===== config.mk =====
export PLATFORM = sky130hd
export DESIGN_NAME = fetch_unit
export DESIGN_NICKNAME = d
export VERILOG_FILES = /design/src/rtl/fetch_unit.sv
export SDC_FILE = /design/constraint.sdc
export NUM_CORES = 1
export LEC_CHECK = 0
export ABC_AREA = 1
export ABC_CLOCK_PERIOD_IN_PS = 3400
export CAP_MARGIN = 20
export CORE_MARGIN = 1.5
export CORE_UTILIZATION = 35
export DETAILED_ROUTE_END_ITERATION = 8
export PLACE_DENSITY = 0.61
export SLEW_MARGIN = 20
export SYNTH_ARGS = -nofsm -noshare
export SYNTH_HDL_FRONTEND = slang
export SYNTH_SLANG_ARGS = --single-unit

===== constraint.sdc =====
create_clock -name clk -period 3.4 [get_ports clk]
set_input_delay 0.68 -clock clk [delete_from_list [all_inputs] [get_ports clk]]
set_output_delay 0.68 -clock clk [all_outputs]
set_load 0.05 [all_outputs]

===== src/rtl/fetch_unit.sv =====
// Instruction fetch front-end for the single-cycle core.
// Owns the fetch PC, issues word requests to instruction memory, buffers returned
// instructions with their PC in a small FIFO and presents them to decode.
//
// Ports:
//   clk, rst_n                      clock, asynchronous active-low reset
//   req_valid/req_ready/req_addr    instruction-memory request channel (registered outputs)
//   rsp_valid/rsp_data/rsp_error    in-order, non-stallable response channel
//   instr_valid/instr_ready         head-of-FIFO handshake toward the core
//   instr_data/instr_pc/instr_fault head entry (NOP data on fault)
//   redirect_valid/redirect_pc      single-cycle fetch restart (branch/jump)
module fetch_unit #(
    parameter logic [31:0] RESET_PC = 32'h0000_0000,
    parameter int unsigned DEPTH    = 2
) (
    input  logic        clk,
    input  logic        rst_n,
    output logic        req_valid,
    input  logic        req_ready,
    output logic [31:0] req_addr,
    input  logic        rsp_valid,
    input  logic [31:0] rsp_data,
    input  logic        rsp_error,
    output logic        instr_valid,
    input  logic        instr_ready,
    output logic [31:0] instr_data,
    output logic [31:0] instr_pc,
    output logic        instr_fault,
    input  logic        redirect_valid,
    input  logic [31:0] redirect_pc
);

    localparam int unsigned PW = $clog2(DEPTH);
    localparam int unsigned CW = PW + 1;
    localparam int unsigned IW = PW + 2;
    localparam logic [31:0]   NOP     = 32'h0000_0013;
    localparam logic [IW-1:0] DEPTH_W = IW'(DEPTH);

    typedef enum logic {StRun, StHalt} state_e;

    state_e        state_q, state_d;
    logic [31:0]   fetch_pc_q, fetch_pc_d;
    logic [31:0]   rsp_pc_q, rsp_pc_d;
    logic [31:0]   req_addr_q, req_addr_d;
    logic          req_valid_q, req_valid_d;
    // Held request was overtaken by a redirect; its response must be discarded.
    logic          req_stale_q, req_stale_d;
    logic [IW-1:0] inflight_q, inflight_d;
    logic [IW-1:0] stale_q, stale_d;
    logic [CW-1:0] count_q, count_d;
    logic [PW-1:0] rd_ptr_q, rd_ptr_d;
    logic [PW-1:0] wr_ptr_q, wr_ptr_d;

    logic [31:0] mem_data_q  [DEPTH];
    logic [31:0] mem_pc_q    [DEPTH];
    logic        mem_fault_q [DEPTH];

    logic          wr_en;
    logic [PW-1:0] wr_idx;
    logic [31:0]   wr_data;
    logic [31:0]   wr_pc;
    logic          wr_fault;

    logic handshake, misaligned, drop, push, pop, can_issue;

    always_comb begin
        handshake  = req_valid_q & req_ready;
        misaligned = redirect_pc[1:0] != 2'b00;
        drop       = stale_q != '0;
        push       = rsp_valid & ~drop & ~redirect_valid;
        pop        = (count_q != '0) & instr_ready & ~redirect_valid;
        // Credit check: every outstanding request has a FIFO slot reserved.
        can_issue  = (state_q == StRun) & ~req_valid_q & ~redirect_valid &
                     ((inflight_q + IW'(count_q)) < DEPTH_W);

        inflight_d = inflight_q + IW'(handshake) - IW'(rsp_valid);
        state_d    = state_q;
        fetch_pc_d = fetch_pc_q;
        rsp_pc_d   = rsp_pc_q;
        stale_d    = stale_q;

        req_valid_d = req_valid_q;
        req_addr_d  = req_addr_q;
        req_stale_d = req_stale_q;
        if (handshake) begin
            req_valid_d = 1'b0;
            req_stale_d = 1'b0;
        end else if (can_issue) begin
            req_valid_d = 1'b1;
            req_addr_d  = fetch_pc_q;
        end

        wr_en    = 1'b0;
        wr_idx   = wr_ptr_q;
        wr_data  = rsp_error ? NOP : rsp_data;
        wr_pc    = rsp_pc_q;
        wr_fault = rsp_error;
        rd_ptr_d = rd_ptr_q;
        wr_ptr_d = wr_ptr_q;
        count_d  = count_q;

        if (redirect_valid) begin
            // Everything still owed by memory, including a request accepted now, is stale.
            stale_d    = inflight_d;
            fetch_pc_d = redirect_pc;
            rsp_pc_d   = redirect_pc;
            state_d    = misaligned ? StHalt : StRun;
            if (req_valid_q & ~req_ready) begin
                req_stale_d = 1'b1;
            end
            rd_ptr_d = '0;
            if (misaligned) begin
                wr_en    = 1'b1;
                wr_idx   = '0;
                wr_data  = NOP;
                wr_pc    = redirect_pc;
                wr_fault = 1'b1;
                wr_ptr_d = PW'(1);
                count_d  = CW'(1);
            end else begin
                wr_ptr_d = '0;
                count_d  = '0;
            end
        end else begin
            // A held stale request joins the stale count when it is finally accepted.
            stale_d = stale_q + IW'(handshake & req_stale_q) - IW'(rsp_valid & drop);
            if (handshake & ~req_stale_q) begin
                fetch_pc_d = fetch_pc_q + 32'd4;
            end
            if (push) begin
                wr_en    = 1'b1;
                wr_ptr_d = wr_ptr_q + PW'(1);
                rsp_pc_d = rsp_pc_q + 32'd4;
                if (rsp_error) begin
                    state_d = StHalt;
                end
            end
            if (pop) begin
                rd_ptr_d = rd_ptr_q + PW'(1);
            end
            count_d = count_q + CW'(push) - CW'(pop);
        end
    end

    always_ff @(posedge clk or negedge rst_n) begin
        if (!rst_n) begin
            state_q     <= StRun;
            fetch_pc_q  <= RESET_PC;
            rsp_pc_q    <= RESET_PC;
            req_addr_q  <= RESET_PC;
            req_valid_q <= 1'b0;
            req_stale_q <= 1'b0;
            inflight_q  <= '0;
            stale_q     <= '0;
            count_q     <= '0;
            rd_ptr_q    <= '0;
            wr_ptr_q    <= '0;
            for (int i = 0; i < DEPTH; i++) begin
                mem_data_q[i]  <= '0;
                mem_pc_q[i]    <= '0;
                mem_fault_q[i] <= 1'b0;
            end
        end else begin
            state_q     <= state_d;
            fetch_pc_q  <= fetch_pc_d;
            rsp_pc_q    <= rsp_pc_d;
            req_addr_q  <= req_addr_d;
            req_valid_q <= req_valid_d;
            req_stale_q <= req_stale_d;
            inflight_q  <= inflight_d;
            stale_q     <= stale_d;
            count_q     <= count_d;
            rd_ptr_q    <= rd_ptr_d;
            wr_ptr_q    <= wr_ptr_d;
            if (wr_en) begin
                mem_data_q[wr_idx]  <= wr_data;
                mem_pc_q[wr_idx]    <= wr_pc;
                mem_fault_q[wr_idx] <= wr_fault;
            end
        end
    end

    assign req_valid   = req_valid_q;
    assign req_addr    = req_addr_q;
    assign instr_valid = count_q != '0;
    assign instr_data  = mem_data_q[rd_ptr_q];
    assign instr_pc    = mem_pc_q[rd_ptr_q];
    assign instr_fault = mem_fault_q[rd_ptr_q];

endmodule


==> results.tsv, run 1 <==
metric	value	unit
largest net degree at the start of global routing	109	
I/O pins	170	
Clk Latency, worst-skew pair	0.55	ns
Net Count, Synth	1716	
hpwl dp	25.9	mm
initial antenna violation count	0	
Area after DPL	14500	um2
Num CTS Buffers	28	
pre-CTS setup slack	0.520	ns
synthesized cell area	12400	um2
Multi-input gate area	5250	um2
effective utilization at floorplan	35.6	%
Layout Nets	1871	
Distinct cells, synth	42	
Max Clk Rate	0.312	GHz
CP max-delay cell	clkdlybuf4s50_1	
fillers	3558	
ys async rst share	100	%
Storage cell area	5980	um2
core area	34700	um2
initial drt markers	770	
Placer Congestion	0.924	
R2R cell count	7	
final hold vios	0	
worst clock skew	0.0216	ns
Clk pin slew, worst setup/hold paths	0.06	ns
IO Port Bufs	169	
fin crit share	94.3	%
number of synthesized flops with an enable pin	0	
Crit path depth	3	
Die Height	191	um
status	finished, final reports clean	
Area Overhead vs Synth	24.6	%
Post-DRT Antenna Nets	0	
n_diodes	0	
drt drc	0	
Worst Max-Slew Pin Slew	0.992	ns
cell with the most instances after synthesis	nand2_1	
Max stage delay on crit path	0.83	ns
1st-pass router iterations	5	
max cap viols	0	
Yosys warnings	0	
LEAKAGE	7.40	nW
PnR Total Power	12.2	mW
synth cell count leaders	nand2_1 (575), dfrtp_1 (239), inv_1 (190)	
CTS root buf	clkbuf_16	
CP bufs+invs	2	
H-tree levels	1	
Synth Flop Type	dfrtp_1	
CP Cell Sequence	buf_4, o21ai_0, clkdlybuf4s50_1	
CTS Sinks	239	
setup_tns	0	ns
FP Rows	68	
IR drop worst, VDD	0.435	mV
kind of critical path	flop to output pin	
final setup vio count	0	
worst path arrival time	2.52	ns
routed via count	10900	
CP delay by family, top	buffers and inverters	
Routed WL per cell	15.9	um
crit path time final	3.20	ns
Setup Fix Bufs, Post-CTS	0	
Worst setup SP type	flop	
element type at the critical path end	output pin	
Slew HR	33.9	%
Die ar.	36500	um2
Worst Path Max Fanout	44	
Required @ worst endpoint	2.72	ns
area leader, netlist	dfrtp_1	
vias in the first global route	10600	
Yosys reg bits	239	
final core utilization	44.4	%
die width	191	um
main area contributors after synthesis	dfrtp_1 (48%), nand2_1 (17%), o21ai_0 (6.1%), inv_1 (5.8%), nor2_1 (3.3%)	
CTS tree	built	
RSZ-0062 raised after global routing	no	
global-route wire length before repair	57.7	mm
Slew Viols, Final	0	
share of cells above drive strength 1	9.34	%
synthesized netlist cell count	1634	
total grt overflow	0	
Synth top area share	48.3	%
via density per instance	4.83	
overall routing resource usage	20.1	%
CTS max path bufs	3	
path type of the worst min-delay path	input pin to async pin	
design area	15400	um2
sequential area share after synthesis	48.3	%
worst setup margin	0.195	ns
synthesized area per cell	7.57	um2
WL final	36.1	mm
PD cells	791	nW/um2
==> stage by stage <==
step,hold slack (ns),instances
floorplan,0.384,1634
global placement,0.454,2214
detailed placement,0.458,2214
CTS,0.257,2265
global route,0.295,2265
finish,0.215,2265
==> flip-flops by register name (all words and copies together), names as in the netlist, named ones only <==
register     cells
req_addr        32
mem_pc_q        64
count_q          2
inflight_q       3
stale_q          3
req_valid        1
mem_data_q      64
rd_ptr_q         1
rsp_pc_q        32
fetch_pc_q      32
mem_fault_q      2
wr_ptr_q         1
state_q          1
==> metal layers <==
layer	routed length, um	global-route usage (%)	share of wire (%)	vias to the layer above
met5	0	0	0	-
li1	-	-	-	5455
met2	16600	32.6	46	233
met4	905	5.15	2.5	0
met1	17000	28.4	47	5202
met3	1600	2.39	4.4	51
==> final cells by class <==
type | instances | area share (%)
multi-input cells | 1125 | 34.1
clock inverters | 16 | 1.10
clock buffers | 35 | 5.11
inverters | 198 | 4.87
flip-flops and latches | 239 | 38.8
repair buffers | 197 | 12.3
well taps | 455 | 3.69
==> kinds of logic (layout without fill, tap and decap cells) <==
logic type                 count (synthesis)  in the layout  synth area share (%)
AOI/OAI and AO/OA                        283            283                  12.9
adders and majority gates                 11             11                  1.29
buffers and inverters                    270            446                  9.23
DFF                                      239            239                  48.3
xor gates and xnor gates                  20             20                  1.42
and+or+nand+nor                          811            811                  26.9
==> path summary, 6_finish.rpt <==
check	start	to	slack, ns
hold / removal	rst_n	req_addr[6]	0.21
setup / recovery	rd_ptr_q	instr_data[15]	0.20
hold reg to reg	mem_data_q[11]	mem_data_q[11]	0.47
max in group asynchronous	rst_n	stale_q[1]	2.35
setup reg to reg	inflight_q[0]	req_addr[18]	1.05
min in group clk	mem_data_q[11]	mem_data_q[11]	0.47
==> worst register-to-register path, stage by stage (launching register included) <==
cell     delay, ns
dfrtp_1       0.39
nand2_1       0.07
inv_1         0.05
fa_1          0.37
xnor2_1       0.34
nand2_2       0.60
nand2_1       0.27
o21ai_0       0.10
==> placed cells by master, fill, tap and decap left out, types with 15 or more instances in the layout <==
master / netlist / final
xor2_1: 15 / 15
nor2_1: 109 / 108
clkdlybuf4s50_1: 0 / 135
clkbuf_16: 0 / 29
o21ai_0: 151 / 151
dfrtp_1: 239 / 238
nand2_1: 575 / 575
nand3_1: 81 / 81
a21oi_1: 22 / 22
o21ai_2: 18 / 18
o21ai_1: 36 / 36
buf_4: 1 / 54
o22ai_1: 24 / 24
inv_1: 190 / 190
==> repair_timing <==
| action | CTS | global route |
|---|---|---|
| setup endpoints to repair | 19 | 0 |
| resized for setup | 1 | 0 |
| hold buffers | 0 | 0 |
==> where the power goes <==
group | total [mW] | leakage [nW] | internal [mW] | switching (mW)
Sequential | 4.38 | 3.04 | 3.77 | 0.612
Combinational | 4.71 | 3.88 | 1.52 | 3.19
Clock | 3.11 | 0.477 | 1.87 | 1.24
No activity file was read; power rests on OpenSTA's default activity.
==> inputs of run 2 (changes only) <==
--- a/config.mk
+++ b/config.mk
@@ -11,6 +11,7 @@
 export CORE_MARGIN = 1.5
 export CORE_UTILIZATION = 35
 export DETAILED_ROUTE_END_ITERATION = 8
+export GPL_ROUTABILITY_DRIVEN = 0
 export PLACE_DENSITY = 0.61
 export SLEW_MARGIN = 20
 export SYNTH_ARGS = -nofsm -noshare
==> results.tsv, run 2 (synthesis results as in run 1) <==
metric	value	unit	change
element type at the critical path end	output pin		
core area	34700	um2	unchanged
pre-CTS setup slack	0.532	ns	+0.0122 ns
I/O pins	170		unchanged
final hold vios	0		unchanged
routed via count	11000		+0.38%
Worst setup SP type	flop		
LEAKAGE	7.38	nW	-0.29%
post-CTS sizing	0		-1
reg2reg setup slack	0.97	ns	-0.08 ns
initial drt markers	855		+11%
worst clock skew	0.0215	ns	-0.000107 ns
IO Port Bufs	169		unchanged
RSZ-0062 raised after global routing	no		
status	finished, final reports clean		
largest net degree at the start of global routing	95		-13%
final setup vio count	0		unchanged
max cap viols	0		unchanged
initial antenna violation count	0		unchanged
PnR Total Power	12.2	mW	-0.27%
setup_tns	0	ns	unchanged
Die ar.	36500	um2	unchanged
Post-DRT Antenna Nets	0		unchanged
die width	191	um	unchanged
Clk pin slew, worst setup/hold paths	0.06	ns	about the same
Max Clk Rate	0.309	GHz	-0.94%
H-tree levels	1		unchanged
CTS Sinks	239		unchanged
Area Overhead vs Synth	24.3	%	
via density per instance	4.85		+0.38%
Slew Viols, Final	0		unchanged
IR drop worst, VDD	0.471	mV	+8.3%
Die Height	191	um	unchanged
worst setup margin	0.165	ns	-0.0302 ns
fin crit share	95.1	%	+0.89 points
design area	15400	um2	-0.19%
effective utilization at floorplan	35.6	%	unchanged
Slew HR	38.1	%	+4.2 points
worst path arrival time	2.55	ns	+0.03 ns
Worst Path Max Fanout	27		-39%
Routed WL per cell	15.7	um	-1.6%
commonest non-fill, non-tap cell in the layout	nand2_1		
WL final	35.5	mm	-1.6%
crit path time final	3.23	ns	+0.0302 ns
vias in the first global route	10500		-0.63%
Hold-fix buffers, CTS	0		unchanged
overall routing resource usage	19.5	%	-0.62 points
kind of critical path	flop to output pin		
Clk Latency, worst-skew pair	0.55	ns	about the same
total grt overflow	0		unchanged
CTS root buf	clkbuf_16		
Worst Max-Slew Pin Slew	0.926	ns	-0.0660 ns
most frequent cells in the layout	nand2_1 (575), dfrtp_1 (238), inv_1 (190)		
CTS max path bufs	3		unchanged
Largest regs	mem_data_q x64, mem_pc_q x64		
Layout Nets	1869		-0.11%
share of cells above drive strength 1	8.96	%	-0.38 points
drt drc	0		unchanged
path type of the worst min-delay path	input pin to async pin		
PD cells	791	nW/um2	about the same
Setup Fix Bufs, Post-CTS	0		unchanged
FP Rows	68		unchanged
final core utilization	44.3	%	-0.083 points
Area after DPL	14400	um2	-0.10%
Num CTS Buffers	28		unchanged
CTS tree	built		
hpwl dp	25.5	mm	-1.8%
Required @ worst endpoint	2.72	ns	about the same
global-route wire length before repair	56.7	mm	-1.7%
1st-pass router iterations	5		unchanged
## run 2: worst paths after layout
kind	startpoint	endpoint	cells after the start
worst max register to register	inflight_q[1]	req_addr[0]	4
worst max-delay path	rd_ptr_q	instr_data[24]	4
worst min-delay path	rst_n	req_addr[6]	1
max in group asynchronous	rst_n	rsp_pc_q[30]	2
worst min register to register	mem_data_q[11]	mem_data_q[11]	2
min in group clk	mem_data_q[11]	mem_data_q[11]	2
## run 2: power by group
part / switching [mW] / leakage [nW] / internal, mW / total, mW
combinational: 3.21 / 3.87 / 1.52 / 4.73
sequential: 0.606 / 3.05 / 3.77 / 4.38
clock: 1.19 / 0.465 / 1.86 / 3.05
## run 2: final cells by class
type	count	area (um2)
diodes	1	2.50
clock buffers	44	852
clock inverters	8	92.6
fillers	3545	19300
inverters	198	751
multi-input cells	1125	5250
flip-flops and latches	239	5980
well taps	455	569
repair buffers	195	1880
## run 2: per-stage QoR
step	cells	hold slack, ns
global route	2264	0.230
floorplan	1634	0.384
finish	2265	0.171
CTS	2264	0.192
detailed placement	2212	0.458
global placement	2212	0.453
## run 2: worst max-delay path, cell delays in order (launching register included)
cell	delay (ns)
dfrtp_2	0.66
buf_4	0.32
nand2_1	0.07
o21ai_0	0.11
clkdlybuf4s50_1	0.85
## run 2: routing by layer
metal	global-route usage, %	share of wire (%)	vias to the layer above	wire length [um]
li1	-	-	5461	-
met1	27.6	46	5172	16300
met2	31.1	46	302	16400
met3	2.52	5.4	48	1900
met4	5.78	2.5	0	891
met5	0	0	-	0
==> inputs of run 3 (changes only) <==
--- a/config.mk
+++ b/config.mk
@@ -11,7 +11,6 @@
 export CORE_MARGIN = 1.5
 export CORE_UTILIZATION = 35
 export DETAILED_ROUTE_END_ITERATION = 8
-export GPL_ROUTABILITY_DRIVEN = 0
 export PLACE_DENSITY = 0.61
 export SLEW_MARGIN = 20
 export SYNTH_ARGS = -nofsm -noshare
==> results of run 3 <==
The final DEF is identical to that of run 1; final timing and power are the same.
